**config.mk**
```make
export PLATFORM = sky130hd
export DESIGN_NAME = muldiv_unit_flat
export DESIGN_NICKNAME = d
export VERILOG_FILES = /design/src/rtl/muldiv_unit_if.sv /design/src/rtl/muldiv_unit.sv /design/src/flat_wrapper.sv
export SDC_FILE = /design/constraint.sdc
export NUM_CORES = 1
export LEC_CHECK = 0
export BUFFER_PORTS_ARGS = -buffer_cell sky130_fd_sc_hd__buf_2
export CAP_MARGIN = 20
export CORE_MARGIN = 10
export CORE_UTILIZATION = 48
export DETAILED_ROUTE_END_ITERATION = 12
export PLACE_DENSITY_LB_ADDON = 0.15
export SLEW_MARGIN = 20
export SYNTH_ARGS = -nofsm -noshare
export SYNTH_HDL_FRONTEND = slang
export SYNTH_SLANG_ARGS = --single-unit
```
**constraint.sdc**
```tcl
create_clock -name clk -period 4.83 [get_ports clk]
set_input_delay 0.966 -clock clk [delete_from_list [all_inputs] [get_ports clk]]
set_output_delay 0.966 -clock clk [all_outputs]
set_load 0.02 [all_outputs]
```
**src/rtl/muldiv_unit_if.sv**
```systemverilog
// Request/response handshake bundle between a pipeline front end and muldiv_unit.
interface muldiv_unit_if #(
  parameter int WIDTH = 32
);
  logic             req_valid;
  logic             req_ready;
  logic [2:0]       req_op;
  logic [WIDTH-1:0] req_src1;
  logic [WIDTH-1:0] req_src2;
  logic             rsp_valid;
  logic             rsp_ready;
  logic [WIDTH-1:0] rsp_data;

  modport master (
    output req_valid, req_op, req_src1, req_src2, rsp_ready,
    input  req_ready, rsp_valid, rsp_data
  );

  modport slave (
    input  req_valid, req_op, req_src1, req_src2, rsp_ready,
    output req_ready, rsp_valid, rsp_data
  );
endinterface

```
**src/rtl/muldiv_unit.sv**
```systemverilog
// MIPS-style HI/LO multiply/divide unit: iterative restoring divider, shift-add or
// single-cycle multiplier (define MULDIV_FAST_MUL_EN for the combinational product).
module muldiv_unit #(
  parameter int WIDTH = 32
) (
  input  logic             clk,
  input  logic             resetn,
  muldiv_unit_if.slave     bus,
  input  logic             cancel,
  output logic [WIDTH-1:0] hi_out,
  output logic [WIDTH-1:0] lo_out
);
  localparam int CW = $clog2(WIDTH + 1);
  localparam logic [CW-1:0] LAST_STEP = CW'(WIDTH - 1);

  localparam logic [2:0] OP_MULT  = 3'b000;
  localparam logic [2:0] OP_MULTU = 3'b001;
  localparam logic [2:0] OP_DIV   = 3'b010;
  localparam logic [2:0] OP_DIVU  = 3'b011;
  localparam logic [2:0] OP_MTHI  = 3'b100;
  localparam logic [2:0] OP_MTLO  = 3'b101;
  localparam logic [2:0] OP_MFHI  = 3'b110;

  typedef enum logic [2:0] {S_IDLE, S_MUL, S_DIV, S_FIX, S_DONE} state_t;

  state_t           state;
  logic [CW-1:0]    count;
  logic             is_div;
  logic             neg_q;
  logic             neg_r;
  logic             div_zero;
  logic [WIDTH-1:0] opa;
  logic [WIDTH-1:0] opb;
  logic [WIDTH-1:0] acc_hi;
  logic [WIDTH-1:0] acc_lo;
  logic [WIDTH-1:0] stage_hi;
  logic [WIDTH-1:0] stage_lo;
  logic             wr_hi;
  logic             wr_lo;
  logic             rsp_valid_reg;
  logic [WIDTH-1:0] rsp_data_reg;
  logic [WIDTH-1:0] hi_reg;
  logic [WIDTH-1:0] lo_reg;

  logic             accept;
  logic             src1_neg;
  logic             src2_neg;
  logic [WIDTH-1:0] src1_mag;
  logic [WIDTH-1:0] src2_mag;

  assign bus.req_ready = (state == S_IDLE) && resetn;
  assign bus.rsp_valid = rsp_valid_reg;
  assign bus.rsp_data  = rsp_data_reg;
  assign hi_out        = hi_reg;
  assign lo_out        = lo_reg;

  // Even opcodes (MULT, DIV) are the signed ones; arithmetic runs on magnitudes.
  assign accept   = bus.req_valid && bus.req_ready && !cancel;
  assign src1_neg = !bus.req_op[0] && bus.req_src1[WIDTH-1];
  assign src2_neg = !bus.req_op[0] && bus.req_src2[WIDTH-1];
  assign src1_mag = src1_neg ? -bus.req_src1 : bus.req_src1;
  assign src2_mag = src2_neg ? -bus.req_src2 : bus.req_src2;

  // Restoring divide step: acc_hi is the partial remainder, acc_lo shifts dividend out / quotient in.
  logic [WIDTH:0] rem_shift;
  logic [WIDTH:0] trial;
  logic [WIDTH:0] mul_sum;
  assign rem_shift = {acc_hi, acc_lo[WIDTH-1]};
  assign trial     = rem_shift - {1'b0, opb};
  assign mul_sum   = {1'b0, acc_hi} + {1'b0, (acc_lo[0] ? opa : {WIDTH{1'b0}})};

  logic [2*WIDTH-1:0] prod_mag;
  logic [2*WIDTH-1:0] prod_fix;
  logic [WIDTH-1:0]   quo_fix;
  logic [WIDTH-1:0]   rem_fix;
  assign prod_mag = {acc_hi, acc_lo};
  assign prod_fix = neg_q ? -prod_mag : prod_mag;
  assign quo_fix  = neg_q ? -acc_lo : acc_lo;
  assign rem_fix  = neg_r ? -acc_hi : acc_hi;

`ifdef MULDIV_FAST_MUL_EN
  logic [2*WIDTH-1:0] fast_mag;
  logic [2*WIDTH-1:0] fast_prod;
  assign fast_mag  = {{WIDTH{1'b0}}, src1_mag} * {{WIDTH{1'b0}}, src2_mag};
  assign fast_prod = (src1_neg ^ src2_neg) ? -fast_mag : fast_mag;
`endif

  always_ff @(posedge clk or negedge resetn) begin
    if (!resetn) begin
      state         <= S_IDLE;
      count         <= '0;
      is_div        <= 1'b0;
      neg_q         <= 1'b0;
      neg_r         <= 1'b0;
      div_zero      <= 1'b0;
      opa           <= '0;
      opb           <= '0;
      acc_hi        <= '0;
      acc_lo        <= '0;
      stage_hi      <= '0;
      stage_lo      <= '0;
      wr_hi         <= 1'b0;
      wr_lo         <= 1'b0;
      rsp_valid_reg <= 1'b0;
      rsp_data_reg  <= '0;
      hi_reg        <= '0;
      lo_reg        <= '0;
    end else begin
      case (state)
        S_IDLE: begin
          if (accept) begin
            count        <= '0;
            is_div       <= bus.req_op[1];
            neg_q        <= src1_neg ^ src2_neg;
            neg_r        <= src1_neg;
            div_zero     <= (bus.req_src2 == '0);
            acc_hi       <= '0;
            wr_hi        <= 1'b0;
            wr_lo        <= 1'b0;
            rsp_data_reg <= '0;
            case (bus.req_op)
              OP_MULT, OP_MULTU: begin
`ifdef MULDIV_FAST_MUL_EN
                {stage_hi, stage_lo} <= fast_prod;
                wr_hi         <= 1'b1;
                wr_lo         <= 1'b1;
                rsp_valid_reg <= 1'b1;
                state         <= S_DONE;
`else
                opa    <= src1_mag;
                acc_lo <= src2_mag;
                state  <= S_MUL;
`endif
              end
              OP_DIV, OP_DIVU: begin
                // opa keeps the raw dividend for the divide-by-zero result
                opa    <= bus.req_src1;
                opb    <= src2_mag;
                acc_lo <= src1_mag;
                state  <= S_DIV;
              end
              OP_MTHI: begin
                stage_hi      <= bus.req_src1;
                wr_hi         <= 1'b1;
                rsp_valid_reg <= 1'b1;
                state         <= S_DONE;
              end
              OP_MTLO: begin
                stage_lo      <= bus.req_src1;
                wr_lo         <= 1'b1;
                rsp_valid_reg <= 1'b1;
                state         <= S_DONE;
              end
              OP_MFHI: begin
                rsp_data_reg  <= hi_reg;
                rsp_valid_reg <= 1'b1;
                state         <= S_DONE;
              end
              default: begin
                rsp_data_reg  <= lo_reg;
                rsp_valid_reg <= 1'b1;
                state         <= S_DONE;
              end
            endcase
          end
        end
        S_MUL, S_DIV: begin
          if (cancel) begin
            count <= '0;
            state <= S_IDLE;
          end else begin
            if (state == S_MUL) begin
              acc_hi <= mul_sum[WIDTH:1];
              acc_lo <= {mul_sum[0], acc_lo[WIDTH-1:1]};
            end else if (!trial[WIDTH]) begin
              acc_hi <= trial[WIDTH-1:0];
              acc_lo <= {acc_lo[WIDTH-2:0], 1'b1};
            end else begin
              acc_hi <= rem_shift[WIDTH-1:0];
              acc_lo <= {acc_lo[WIDTH-2:0], 1'b0};
            end
            if (count == LAST_STEP) begin
              count <= '0;
              state <= S_FIX;
            end else begin
              count <= count + 1'b1;
            end
          end
        end
        S_FIX: begin
          if (cancel) begin
            state <= S_IDLE;
          end else begin
            if (!is_div) begin
              {stage_hi, stage_lo} <= prod_fix;
            end else if (div_zero) begin
              stage_hi <= opa;
              stage_lo <= '1;
            end else begin
              stage_hi <= rem_fix;
              stage_lo <= quo_fix;
            end
            wr_hi         <= 1'b1;
            wr_lo         <= 1'b1;
            rsp_valid_reg <= 1'b1;
            state         <= S_DONE;
          end
        end
        S_DONE: begin
          // cancel wins over a same-cycle handshake, so nothing commits
          if (cancel || bus.rsp_ready) begin
            if (!cancel && wr_hi) hi_reg <= stage_hi;
            if (!cancel && wr_lo) lo_reg <= stage_lo;
            wr_hi         <= 1'b0;
            wr_lo         <= 1'b0;
            rsp_valid_reg <= 1'b0;
            rsp_data_reg  <= '0;
            state         <= S_IDLE;
          end
        end
        default: state <= S_IDLE;
      endcase
    end
  end
endmodule

```
**src/flat_wrapper.sv**
```systemverilog
// flat-port wrapper written by rule: the top's interface ports become plain ports
module muldiv_unit_flat 
#(
  parameter int WIDTH = 32
)
  (clk, resetn, cancel, hi_out, lo_out, bus_req_valid, bus_req_op, bus_req_src1, bus_req_src2, bus_rsp_ready, bus_req_ready, bus_rsp_valid, bus_rsp_data);
  muldiv_unit_if #(.WIDTH(WIDTH)) bus_i ();
  input  logic clk;
  input  logic resetn;
  input  logic cancel;
  output logic [WIDTH-1:0] hi_out;
  output logic [WIDTH-1:0] lo_out;
  input wire logic [$bits(bus_i.req_valid)-1:0] bus_req_valid;
  input wire logic [$bits(bus_i.req_op)-1:0] bus_req_op;
  input wire logic [$bits(bus_i.req_src1)-1:0] bus_req_src1;
  input wire logic [$bits(bus_i.req_src2)-1:0] bus_req_src2;
  input wire logic [$bits(bus_i.rsp_ready)-1:0] bus_rsp_ready;
  output wire logic [$bits(bus_i.req_ready)-1:0] bus_req_ready;
  output wire logic [$bits(bus_i.rsp_valid)-1:0] bus_rsp_valid;
  output wire logic [$bits(bus_i.rsp_data)-1:0] bus_rsp_data;
  assign bus_i.req_valid = bus_req_valid;
  assign bus_i.req_op = bus_req_op;
  assign bus_i.req_src1 = bus_req_src1;
  assign bus_i.req_src2 = bus_req_src2;
  assign bus_i.rsp_ready = bus_rsp_ready;
  assign bus_req_ready = bus_i.req_ready;
  assign bus_rsp_valid = bus_i.rsp_valid;
  assign bus_rsp_data = bus_i.rsp_data;
  muldiv_unit #(.WIDTH(WIDTH)) u_core (.clk(clk), .resetn(resetn), .bus(bus_i), .cancel(cancel), .hi_out(hi_out), .lo_out(lo_out));
endmodule
```
==> flow_summary.yaml <==
run_status:
  status: "complete, no violations"
placement:
  post_dp_cell_area_um2: 22900
  dp_cells: 3228
  io_buffers: 169
  routabilityCongestion: 0.999
  dpl.hpwl_mm: 63.7
cts:
  path_clk_slew_ns: 0.06
  clkLatencyLatePin_ns: 0.57
  clockRootBuffer: "clkbuf_16"
  holdBufCountCts: 0
  cts-resized-gates: 0
  htree_levels: 2
  numCtsBuffers: 36
  post_cts_buffers: 0
  clockBufferDepth: 3
  cts_tree: "done"
  clock_sink_count: 304
synthesis:
  yosysTopAreaCell: "dfrtp_1"
  synth_simple_gate_area_share_pct: 18.8
  synthAdderAreaFrac_pct: 4.20
  synth_seq_cells: 304
  synth-main-ff-cell: "dfrtp_1"
  ys_top_cells_by_area: "dfrtp_1 35%, o21ai_0 6.7%, nand2_1 5.8%"
  synth_compound_area_share_pct: 23.3
  netlist.area_leader.share_pct: 35.4
  synth_top_family_by_area: "compound AO/OA/AOI/OAI gates"
  syn_avg_cell_area_um2: 8.29
  synthMuxAreaShare_pct: 5.47
  syn_nets: 2739
  async_flop_share_pct: 100
  synth-edff-count: 0
  ys_seq_area_share_pct: 35.4
  synth_xor_area_share_pct: 8.51
  syn_inst: 2596
  synth.cell_area_um2: 21500
  yosys_warnings: 0
  ys_types: 77
critical_path:
  crit_arrival_ns: 4.46
  cp-end-kind: "register"
  start_kind: "register"
  crit_required_ns: 5.28
  crit_fanout: 21
  path_class: "reg -> reg"
  rrSetupSlack_ns: 0.83
route:
  drc: 0
  dr.first_iter.drc_count: 2409
  dr.pass1.iters: 6
  wl_per_cell_um: 25.6
  wl_mm: 84.4
  via_per_inst: 6.46
  vias: 21300
  ant_nets: 0
finish:
  instances_no_fill: 3292
  design_area_um2: 24000
  syn2layout_area_growth_pct: 11.6
  layout.nets: 2817
  drive_gt1_share_pct: 14.1
global_routing:
  grt_pass1_wl_mm: 125
  grt_pass1_vias: 19900
  grt_remaining_overflow: 0
  grt_max_degree: 72
  grt.total_usage_pct: 30.1
  antenna_found_initial: 4
power:
  total_power_mw: 17.5
  pwr_density_cell_nw_per_um2: 728
  leakage_nw: 10.5
  vdd_drop_max_v: 0.000468
timing:
  whs_ns: 0.340
  maxSlewViolCount: 0
  tightest_slew_ns: 1.15
  relSlewSlack_pct: 22.8
  setup_violations: 0
  setup-tns-final_ns: 0
  finalHoldViolCount: 0
  fin_worst_skew_ns: 0.0290
  rsz0062_at_grt: "no"
  period_minus_slack_ns: 4.00
  fmax_ghz: 0.250
  period_share_pct: 82.9
die:
  die_w_um: 232
  core_area_um2: 44300
  initial_core_util_pct: 48.6
  rows: 77
  die_h_um: 232
  ioPinCount: 170
  die_area_um2: 53700
run:
  drv_cap: 0
worst_hold_path:
  hp-class: "in -> async"
worst paths after layout:
path                                                      from                             endpoint  cells after the start
setup / recovery                 u_core.acc_lo[31]$_DFFE_PN0P_         u_core.acc_hi[1]$_DFFE_PN0P_                     12
setup reg to reg                 u_core.acc_lo[31]$_DFFE_PN0P_         u_core.acc_hi[1]$_DFFE_PN0P_                     12
max in group asynchronous                               resetn        u_core.lo_out[21]$_DFFE_PN0P_                      3
min in group clk           u_core.bus.rsp_data[27]$_DFFE_PN0P_  u_core.bus.rsp_data[27]$_DFFE_PN0P_                      2
hold reg to reg            u_core.bus.rsp_data[27]$_DFFE_PN0P_  u_core.bus.rsp_data[27]$_DFFE_PN0P_                      2
hold / removal                                          resetn         u_core.acc_hi[5]$_DFFE_PN0P_                      1
stage by stage:
step	utilization (%)	setup slack, ns
2_1_floorplan	-	1.24
3_3_place_gp	51.6	0.932
3_5_place_dp	51.6	0.972
4_1_cts	54.2	0.952
5_1_grt	54.2	0.686
6_report	54.2	0.825
per-layer routing:
layer,vias up,global-route usage [%],wire length [um]
met5,-,0,13
met4,2,15.0,4530
met3,248,6.08,7700
met2,1164,46.0,37500
met1,10300,40.0,34600
li1,9527,-,-
layout make-up:
| type | count | area, um^2 |
|---|---|---|
| Fill cell | 4241 | 20300 |
| Multi-Input combinational cell | 2040 | 13000 |
| Sequential cell | 304 | 7610 |
| Timing Repair Buffer | 226 | 1300 |
| Clock buffer | 52 | 1000 |
| Tap cell | 592 | 741 |
| Inverter | 66 | 248 |
| Clock inverter | 10 | 119 |
| Antenna cell | 2 | 5.00 |
power by group:
group / total (mW) / internal [mW] / switching, mW
logic: 9.71 / 3.73 / 5.97
clock network: 2.70 / 1.55 / 1.15
registers: 5.07 / 3.60 / 1.47
cell usage in the layout (no fill, tap or decap), types with 12 or more instances in the layout:
cell       synthesis  routed
a21o_1            27      27
a21oi_1          180     180
a221oi_1          18      18
a22oi_1           49      49
a31oi_1           29      29
and2_1            40      40
and3_1            28      28
buf_2              2     168
buf_4              0      56
clkbuf_1         176      12
clkbuf_16          0      36
dfrtp_1          304     303
ha_1              69      69
inv_1             66      66
mux2_2            69      69
mux2i_1           40      40
nand2_1          332     332
nand2b_1          21      21
nand3_1           47      47
nand4_1           16      16
nor2_1           162     158
nor3_1            57      55
nor4_1            19      19
o211ai_1          18      18
o21a_1            12      12
o21ai_0          287     287
o221ai_1          19      19
o22ai_1           26      26
o31ai_1           34      34
o41ai_1           22      22
or3_1             37      37
or4_1             17      17
xnor2_1          119     119
xor2_1            90      90
synth_stat cells, types with 12 or more instances:
library cell and count:
and3_1 28, a22oi_1 49, and2_1 40, o21a_1 12, nor2b_1 12, nand2_1 332
a21o_1 27, a221oi_1 18, o22ai_1 26, nor2_1 162, clkbuf_1 176, o221ai_1 19
nand4_1 16, xnor2_1 119, mux2i_1 40, dfrtp_1 304, mux2_2 69, nand2b_1 21
o41ai_1 22, nor4_1 19, ha_1 69, or3_1 37, o31ai_1 34, o21ai_0 287
nor3_1 57, a21oi_1 180, or4_1 17, o211ai_1 18, a31oi_1 29, nand3_1 47
xor2_1 90, inv_1 66
critical path, cell delays in order, from the launching register on:
cell      delay, ns
dfrtp_1        0.45
inv_1          0.17
ha_1           0.32
fa_1           0.44
nand2b_1       0.18
a21oi_1        0.25
o21a_1         0.26
o21ai_0        0.16
and3_1         0.25
nor3_2         0.64
buf_12         0.28
mux2_2         0.34
o21ai_0        0.13
logic make-up after synthesis:
kind of cell,Yosys count
flip-flops,304
adder cells (fa/ha/maj),71
AO/OA/AOI/OAI,809
AND/OR/NAND/NOR,842
XOR/XNOR,209
buffers and inverters,252
multiplexers,109
No activity file was read; power rests on OpenSTA's default activity.
